[src/rtl/xalu_ise_arb.sv]
// xalu_ise_arb: shares one xalu_ise (x25519 maddlu/maddhu) between two requesters.
//
// Each requester has a val/rdy request channel and a val/rdy response channel
// backed by a one-entry response slot. A granted request is latched into a
// registered issue stage that drives the xalu_ise ise_* inputs. xalu_ise
// answers combinationally, so its result is captured into the owning slot on
// the following edge. Request-to-response latency is 2 cycles, and the
// aggregate throughput is one op per cycle.
//
// Ports
//   ise_clk, ise_rst        clock, asynchronous active-low reset
//   rq_val/rq_rdy           per-requester request handshake (bit i = requester i)
//   rq_fn/imm/in1/in2/in3   per-requester operation and operands, packed by requester
//   rq_tag                  opaque tag, returned with the response
//   rsp_val/rsp_rdy         per-requester response handshake
//   rsp_out/rsp_tag/rsp_err response data; err=1 means xalu_ise did not decode the op
//   ise_fn..ise_in3,ise_val registered issue stage to xalu_ise
//   ise_oval, ise_out       result from xalu_ise
//
// Configuration
//   XALU_ARB_RR_EN  defined: round-robin arbitration on ties.
//                   undefined: fixed priority, requester 0 wins ties.
//
// Slot states
//   state   | meaning
//   S_EMPTY | no op outstanding, requester may be granted
//   S_BUSY  | op granted, sitting in the issue register this cycle
//   S_FULL  | result held, rsp_val=1 until consumed
module xalu_ise_arb #(
   parameter int XLEN  = 64,
   parameter int TAG_W = 4
) (
   input  logic                 ise_clk,
   input  logic                 ise_rst,
   input  logic [1:0]           rq_val,
   output logic [1:0]           rq_rdy,
   input  logic [11:0]          rq_fn,
   input  logic [13:0]          rq_imm,
   input  logic [2*XLEN-1:0]    rq_in1,
   input  logic [2*XLEN-1:0]    rq_in2,
   input  logic [2*XLEN-1:0]    rq_in3,
   input  logic [2*TAG_W-1:0]   rq_tag,
   output logic [1:0]           rsp_val,
   input  logic [1:0]           rsp_rdy,
   output logic [2*XLEN-1:0]    rsp_out,
   output logic [2*TAG_W-1:0]   rsp_tag,
   output logic [1:0]           rsp_err,
   output logic [5:0]           ise_fn,
   output logic [6:0]           ise_imm,
   output logic [XLEN-1:0]      ise_in1,
   output logic [XLEN-1:0]      ise_in2,
   output logic [XLEN-1:0]      ise_in3,
   output logic                 ise_val,
   input  logic                 ise_oval,
   input  logic [XLEN-1:0]      ise_out
);

   typedef enum logic [1:0] {
      S_EMPTY = 2'd0,
      S_BUSY  = 2'd1,
      S_FULL  = 2'd2
   } slot_e;

   slot_e             slot_q    [2];
   logic [XLEN-1:0]   rsp_out_q [2];
   logic [TAG_W-1:0]  rsp_tag_q [2];
   logic [1:0]        rsp_err_q;

   logic [5:0]        fn_q;
   logic [6:0]        imm_q;
   logic [XLEN-1:0]   in1_q;
   logic [XLEN-1:0]   in2_q;
   logic [XLEN-1:0]   in3_q;
   logic [TAG_W-1:0]  tag_q;
   logic              sel_q;
   logic              ise_val_q;

   logic [1:0]        elig;
   logic [1:0]        grant;
   logic              gsel;

`ifdef XALU_ARB_RR_EN
   logic              ptr_q;
   logic              ptr_d;
`endif

   // A FULL slot may be re-granted in the same cycle its response is consumed,
   // which is what gives back-to-back issue without a bubble.
   always_comb begin
      elig = 2'b00;
      for (int i = 0; i < 2; i++) begin
         elig[i] = rq_val[i] &
                   ((slot_q[i] == S_EMPTY) | ((slot_q[i] == S_FULL) & rsp_rdy[i]));
      end
   end

`ifdef XALU_ARB_RR_EN
   always_comb begin
      grant = elig;
      if (elig == 2'b11) begin
         grant = ptr_q ? 2'b10 : 2'b01;
      end
      // After any grant the other requester is preferred next time.
      ptr_d = ptr_q;
      if (|grant) begin
         ptr_d = ~grant[1];
      end
   end

   always_ff @(posedge ise_clk or negedge ise_rst) begin
      if (!ise_rst) begin
         ptr_q <= 1'b0;
      end else begin
         ptr_q <= ptr_d;
      end
   end
`else
   always_comb begin
      grant = elig;
      if (elig[0]) begin
         grant = 2'b01;
      end
   end
`endif

   assign gsel   = grant[1];
   assign rq_rdy = grant;

   // Issue stage: loaded on every grant, holds its contents otherwise.
   always_ff @(posedge ise_clk or negedge ise_rst) begin
      if (!ise_rst) begin
         fn_q      <= '0;
         imm_q     <= '0;
         in1_q     <= '0;
         in2_q     <= '0;
         in3_q     <= '0;
         tag_q     <= '0;
         sel_q     <= 1'b0;
         ise_val_q <= 1'b0;
      end else begin
         ise_val_q <= |grant;
         if (|grant) begin
            sel_q <= gsel;
            fn_q  <= gsel ? rq_fn[11:6]              : rq_fn[5:0];
            imm_q <= gsel ? rq_imm[13:7]             : rq_imm[6:0];
            in1_q <= gsel ? rq_in1[2*XLEN-1:XLEN]    : rq_in1[XLEN-1:0];
            in2_q <= gsel ? rq_in2[2*XLEN-1:XLEN]    : rq_in2[XLEN-1:0];
            in3_q <= gsel ? rq_in3[2*XLEN-1:XLEN]    : rq_in3[XLEN-1:0];
            tag_q <= gsel ? rq_tag[2*TAG_W-1:TAG_W]  : rq_tag[TAG_W-1:0];
         end
      end
   end

   assign ise_fn  = fn_q;
   assign ise_imm = imm_q;
   assign ise_in1 = in1_q;
   assign ise_in2 = in2_q;
   assign ise_in3 = in3_q;
   assign ise_val = ise_val_q;

   // Slot FSMs. A slot is BUSY for exactly the one cycle its op occupies the
   // issue stage, so the capture condition always holds in S_BUSY.
   always_ff @(posedge ise_clk or negedge ise_rst) begin
      if (!ise_rst) begin
         for (int i = 0; i < 2; i++) begin
            slot_q[i]    <= S_EMPTY;
            rsp_out_q[i] <= '0;
            rsp_tag_q[i] <= '0;
         end
         rsp_err_q <= 2'b00;
      end else begin
         for (int i = 0; i < 2; i++) begin
            case (slot_q[i])
               S_EMPTY: begin
                  if (grant[i]) begin
                     slot_q[i] <= S_BUSY;
                  end
               end
               S_BUSY: begin
                  if (ise_val_q && (sel_q == i[0])) begin
                     slot_q[i]    <= S_FULL;
                     rsp_out_q[i] <= ise_oval ? ise_out : '0;
                     rsp_err_q[i] <= ~ise_oval;
                     rsp_tag_q[i] <= tag_q;
                  end
               end
               S_FULL: begin
                  if (grant[i]) begin
                     slot_q[i] <= S_BUSY;
                  end else if (rsp_rdy[i]) begin
                     slot_q[i] <= S_EMPTY;
                  end
               end
               default: slot_q[i] <= S_EMPTY;
            endcase
         end
      end
   end

   always_comb begin
      for (int i = 0; i < 2; i++) begin
         rsp_val[i] = (slot_q[i] == S_FULL);
      end
   end

   assign rsp_out = {rsp_out_q[1], rsp_out_q[0]};
   assign rsp_tag = {rsp_tag_q[1], rsp_tag_q[0]};
   assign rsp_err = rsp_err_q;

endmodule
[config.mk]
export PLATFORM = sky130hd
export DESIGN_NAME = xalu_ise_arb
export DESIGN_NICKNAME = d
export VERILOG_FILES = /design/src/rtl/xalu_ise_arb.sv
export SDC_FILE = /design/constraint.sdc
export NUM_CORES = 1
export LEC_CHECK = 0
export BUFFER_PORTS_ARGS = -buffer_cell sky130_fd_sc_hd__buf_2
export CORE_AREA = 2 2 325 327
export CTS_CLUSTER_SIZE = 30
export DETAILED_ROUTE_END_ITERATION = 7
export DIE_AREA = 0 0 327 329
export PLACE_DENSITY_LB_ADDON = 0.05
export RECOVER_POWER = 50
export SLEW_MARGIN = 15
export SYNTH_ARGS = -nofsm -noshare
export SYNTH_HDL_FRONTEND = slang
export SYNTH_SLANG_ARGS = --single-unit
[constraint.sdc]
create_clock -name ise_clk -period 1.7 [get_ports ise_clk]
set_input_delay 0.17 -clock ise_clk [delete_from_list [all_inputs] [get_ports ise_clk]]
set_output_delay 0.17 -clock ise_clk [all_outputs]
set_load 0.05 [all_outputs]
# After elaboration in Yosys (flattened, before gate mapping)

Index checks and enable logic that the tools add are counted.
Widths: inputs -> output; s select.

Bits in registers: 353
Input bits: 489
Output and inout port bits: 348
Logic and storage cells: 61

Equality and inequality tests: 10
Multiplexer cells: 18
Bitwise operators: 8
Reduce and logical (&&, ||, !) cells: 9

Operators by type and width:

| cell               | number |
|---|---|
| $mux 64            | 4 |
| $mux 2             | 9 |
| $pmux 2 s3         | 2 |
| $ne 2x2->1 const B | 4 |
| $mux 7             | 1 |
| $mux 6             | 1 |
| $ne 3x2->1 const B | 2 |
| $reduce_and 3->1   | 2 |
| $and 1x1->1        | 4 |
| $eq 2x1->1 const B | 2 |
| $eq 2x2->1 const B | 2 |
| $logic_not 2->1    | 2 |
| $mux 4             | 1 |
| $reduce_and 2->1   | 2 |
| $logic_and 1x1->1  | 2 |
| $not 1->1          | 2 |
| $or 1x1->1         | 2 |
| $reduce_or 2->1    | 1 |

# Depth between registers and ports, before layout

Depth in word-level cells: 7
Depth in mapped cells: 7
Depth with buffers taken out: 4

# Least setup slack after synthesis

OpenSTA, ideal clock, no wires.

Path type: flip-flop to output port
Start point: register slot_q[3] (netlist bit)
End point: output port rq_rdy[1]
Arrival time: 1.865 ns
Required time: 1.530 ns
Setup slack: -0.335 ns
Stages on the path, launching flop included: 7
Path buffers: 2
Path through: dfrtp_1 -> nor2b_1 -> or3_1 -> buf_2 -> buf_6 -> inv_1 -> nor2_1

Longest elaborated chain between the ends: 5
Elaborated cells on any way between the ends: 6
Those cells by class: eq/ne (1); mux (1); bitwise (3); reduce/logical (1)

Ends and longest elaborated chain:

| element                           | line | RTL |
|---|---|---|
| from (decl)                       | 64   | `slot_e slot_q [2];` |
| from (signal, indexed assignment) | 166  | `slot_q[i] <= S_EMPTY;` |
| from (signal, indexed assignment) | 176  | `slot_q[i] <= S_BUSY;` |
| from (signal, indexed assignment) | 181  | `slot_q[i] <= S_FULL;` |
| $eq 2x2->1                        | 93   | `((slot_q[i] == S_EMPTY) \| ((slot_q[i] == S_FULL) & rsp_rdy[i]));` |
| $and 1x1->1                       | 93   |  |
| $or 1x1->1 *                      | 93   |  |
| $and 1x1->1 *                     | 92   | `elig[i] = rq_val[i] &` |
| $mux 2 *                          | 120  | `if (elig[0]) begin` |
| to (decl)                         | 36   | `output logic [1:0] rq_rdy,` |

Mark *: on every way between the ends. The rest lies on a longest branch, timed or not.

# Worst setup path after layout

Start point: register slot_q[2] (netlist bit)
End point: output port rq_rdy[1]

Same word-level chain as after synthesis.

==> flow_summary.yaml <==
status:
  status: "finished with violations"
  violations: "negative setup slack"
grt:
  grt_max_degree: 129
  grt_pass1_vias: 22300
  grt_pass1_wl_um: 159000
  grt_antenna_before_repair: 16
  grt_overflow: 0
  grt_usage_pct: 19.6
worst_setup_path:
  crit_path_start_kind: "register"
  worst-path-max-fanout: 2
  crit_path_end_kind: "primary output"
  required_ns: 1.53
  worstPathArrival_ns: 1.89
  crit_type: "register to primary output"
floorplan:
  die-area_um2: 108000
  fp.dieH_um: 329
  fp.dieW_um: 327
  core-area_um2: 104000
  initial_utilization_pct: 16.4
  row_count: 119
  io_pins: 837
synth:
  ys_seq_area_share_pct: 51.6
  ys_types: 25
  yosys_warnings: 0
  mappedNetlistArea_um2: 17100
  ys_ff_latch: 353
  syn-instance-count: 1814
  avgSynthCellArea_um2: 9.44
  synth_nets: 2303
cts:
  clkSinkCount: 353
  cts_root_buffer: "clkbuf_16"
  insertion_delay_ns: 0.63
  cts_tree: "done"
  cts-buffers-inserted: 49
  clockBufferDepth: 3
  cts-htree-levels: 2
  clkTransAtPathRegs_ns: 0.06
route:
  firstDrtPassIters: 7
  wirelength_um: 118000
  drtAntennaViolNets: 0
  vias_per_cell: 4.87
  wl_per_cell_um: 25.9
  drt_iter0_drc: 1373
  drc: 0
  num_vias: 22200
sta:
  rsz0062_at_grt: "yes"
  relSlewSlack_pct: 1.50
  fmax_mhz: 487
  min_period_ns: 2.06
  setup_violations: 205
  slew_viol_final: 0
  fin_skew_ns: 0.0372
  hold_slack_ns: 0.154
  worst_pin_slew_ns: 1.48
  final-hold-violation-count: 0
  setup_slack_ns: -0.355
  period_share_pct: 121
place:
  port-buffer-count: 836
  hpwl_um: 73900
  gp_congestion: 0.793
pwr:
  power_leakage_nw: 13.8
  power.density_nw_per_um2: 2060
  peakVddDrop_v: 0.000948
run:
  cap_violations: 0
final_layout:
  syn_to_final_growth_pct: 92.4
  nets: 3592
  layout-drive-gt1-share_pct: 40.9
  finish.utilization_pct: 31.6
worst_hold_path:
  hold_class: "primary input to register"
## layer usage
layer / up-vias / global-route usage, % / routed length [um]
li1: 9754 / - / -
met1: 11200 / 25.1 / 49500
met2: 994 / 32.9 / 57200
met3: 183 / 4.32 / 7650
met4: 8 / 5.91 / 3460
met5: - / 0 / 57
## worst max-delay path, cell delays in order (launching register included)
cell,delay (ns)
dfrtp_4,0.47
or3_4,0.43
clkinvlp_4,0.14
nor2_4,0.06
buf_8,0.15
## worst paths after layout
check                                  from          end  cells past startpoint  slack (ns)
worst min register to register  rsp_out[94]  rsp_out[94]                      2        0.47
max in group asynchronous           ise_rst  rsp_out[16]                      3        0.11
worst min-delay path              rq_val[1]  ise_in3[55]                      4        0.15
min in group asynchronous           ise_rst   rsp_tag[0]                      2        0.45
worst max register to register    slot_q[2]  ise_in2[12]                      5       -0.15
worst max-delay path              slot_q[2]    rq_rdy[1]                      4       -0.36
## state kept, by name (all words and copies together), names as in the netlist
signal,cells
rsp_tag,8
ise_imm,7
ise_in2,64
rsp_err,2
sel_q,1
ise_fn,6
ise_val,1
tag_q,4
ise_in3,64
slot_q,4
rsp_out,128
ise_in1,64
## metrics by stage
step,worst slack (ns),total power (W),instances,TNS [ns],cell area (um^2)
final,-0.355,0.0678,4547,-10.12,32900
after global routing,-0.450,0.0709,4545,-34.84,32900
after CTS,-0.418,0.0644,4492,-16.28,30900
after detailed placement,-0.0391,0.0497,3890,-0.173,23600
after global placement,-0.00523,0.0497,3890,-0.00867,23600
after floorplan,0.00979,0.0373,1814,0,17100
## Yosys cell counts
master	n	share of area, %
clkinv_1	1	0.022
o2111ai_1	209	11
o21ai_0	340	9.9
nand2b_1	3	0.11
o21a_1	1	0.044
dfrtp_1	353	52
nor2b_1	2	0.073
nand3b_1	1	0.044
buf_4	2	0.088
nand4b_1	1	0.051
nand2_1	197	4.3
clkbuf_1	214	4.7
a32o_1	1	0.058
a31oi_1	209	7.6
buf_1	3	0.066
mux2_2	8	0.53
or3_1	1	0.037
nor2_1	3	0.066
nor4_1	209	7.6
buf_6	18	1.2
nand4bb_1	1	0.066
buf_2	31	0.91
inv_1	4	0.088
o31ai_1	1	0.044
or2_2	1	0.037
## cell families after synthesis
kind of cell	share of synthesized area (%)
compound gates	28.4
buf+inv	7.04
flops	51.6
mux	0.526
simple gates	12.4
## final cells by class
type / instances / area, um^2
Tap cell: 1391 / 1740
Clock inverter: 16 / 292
Inverter: 5 / 45.0
Sequential cell: 353 / 8840
Timing Repair Buffer: 1506 / 12000
Multi-Input combinational cell: 1188 / 8510
Antenna cell: 15 / 37.5
Fill cell: 11200 / 71400
Clock buffer: 73 / 1470
## report_power, final
group	internal [W]	switching, W
Sequential	0.0124	0.00238
Combinational	0.0121	0.0293
Clock	0.00703	0.00452
## placed cells by master, fill, tap and decap left out, types with 7 or more instances in the layout
cell / count
o21ai_1: 30
nand2_4: 19
buf_16: 13
a31oi_1: 196
nor4_2: 50
nor4_4: 45
diode_2: 15
clkbuf_2: 39
nor4_1: 114
nand2_1: 164
o21ai_0: 285
dlygate4sd3_1: 490
buf_12: 66
buf_2: 794
bufinv_16: 7
o2111ai_1: 209
a31oi_2: 12
clkbuf_8: 13
clkbuf_1: 10
buf_4: 60
nand2_2: 14
clkbuf_16: 69
buf_6: 14
dfrtp_1: 350
o21ai_2: 25
## repair_timing
item	CTS	global route
buffers inserted	16	14
gates resized for setup	106	261
hold buffers	490	0
gates cloned	8	29
endpoints found under the setup margin	50	280
endpoints found under the hold margin	694	0
pin swaps	8	98
Power figures use the tool's default switching activity.
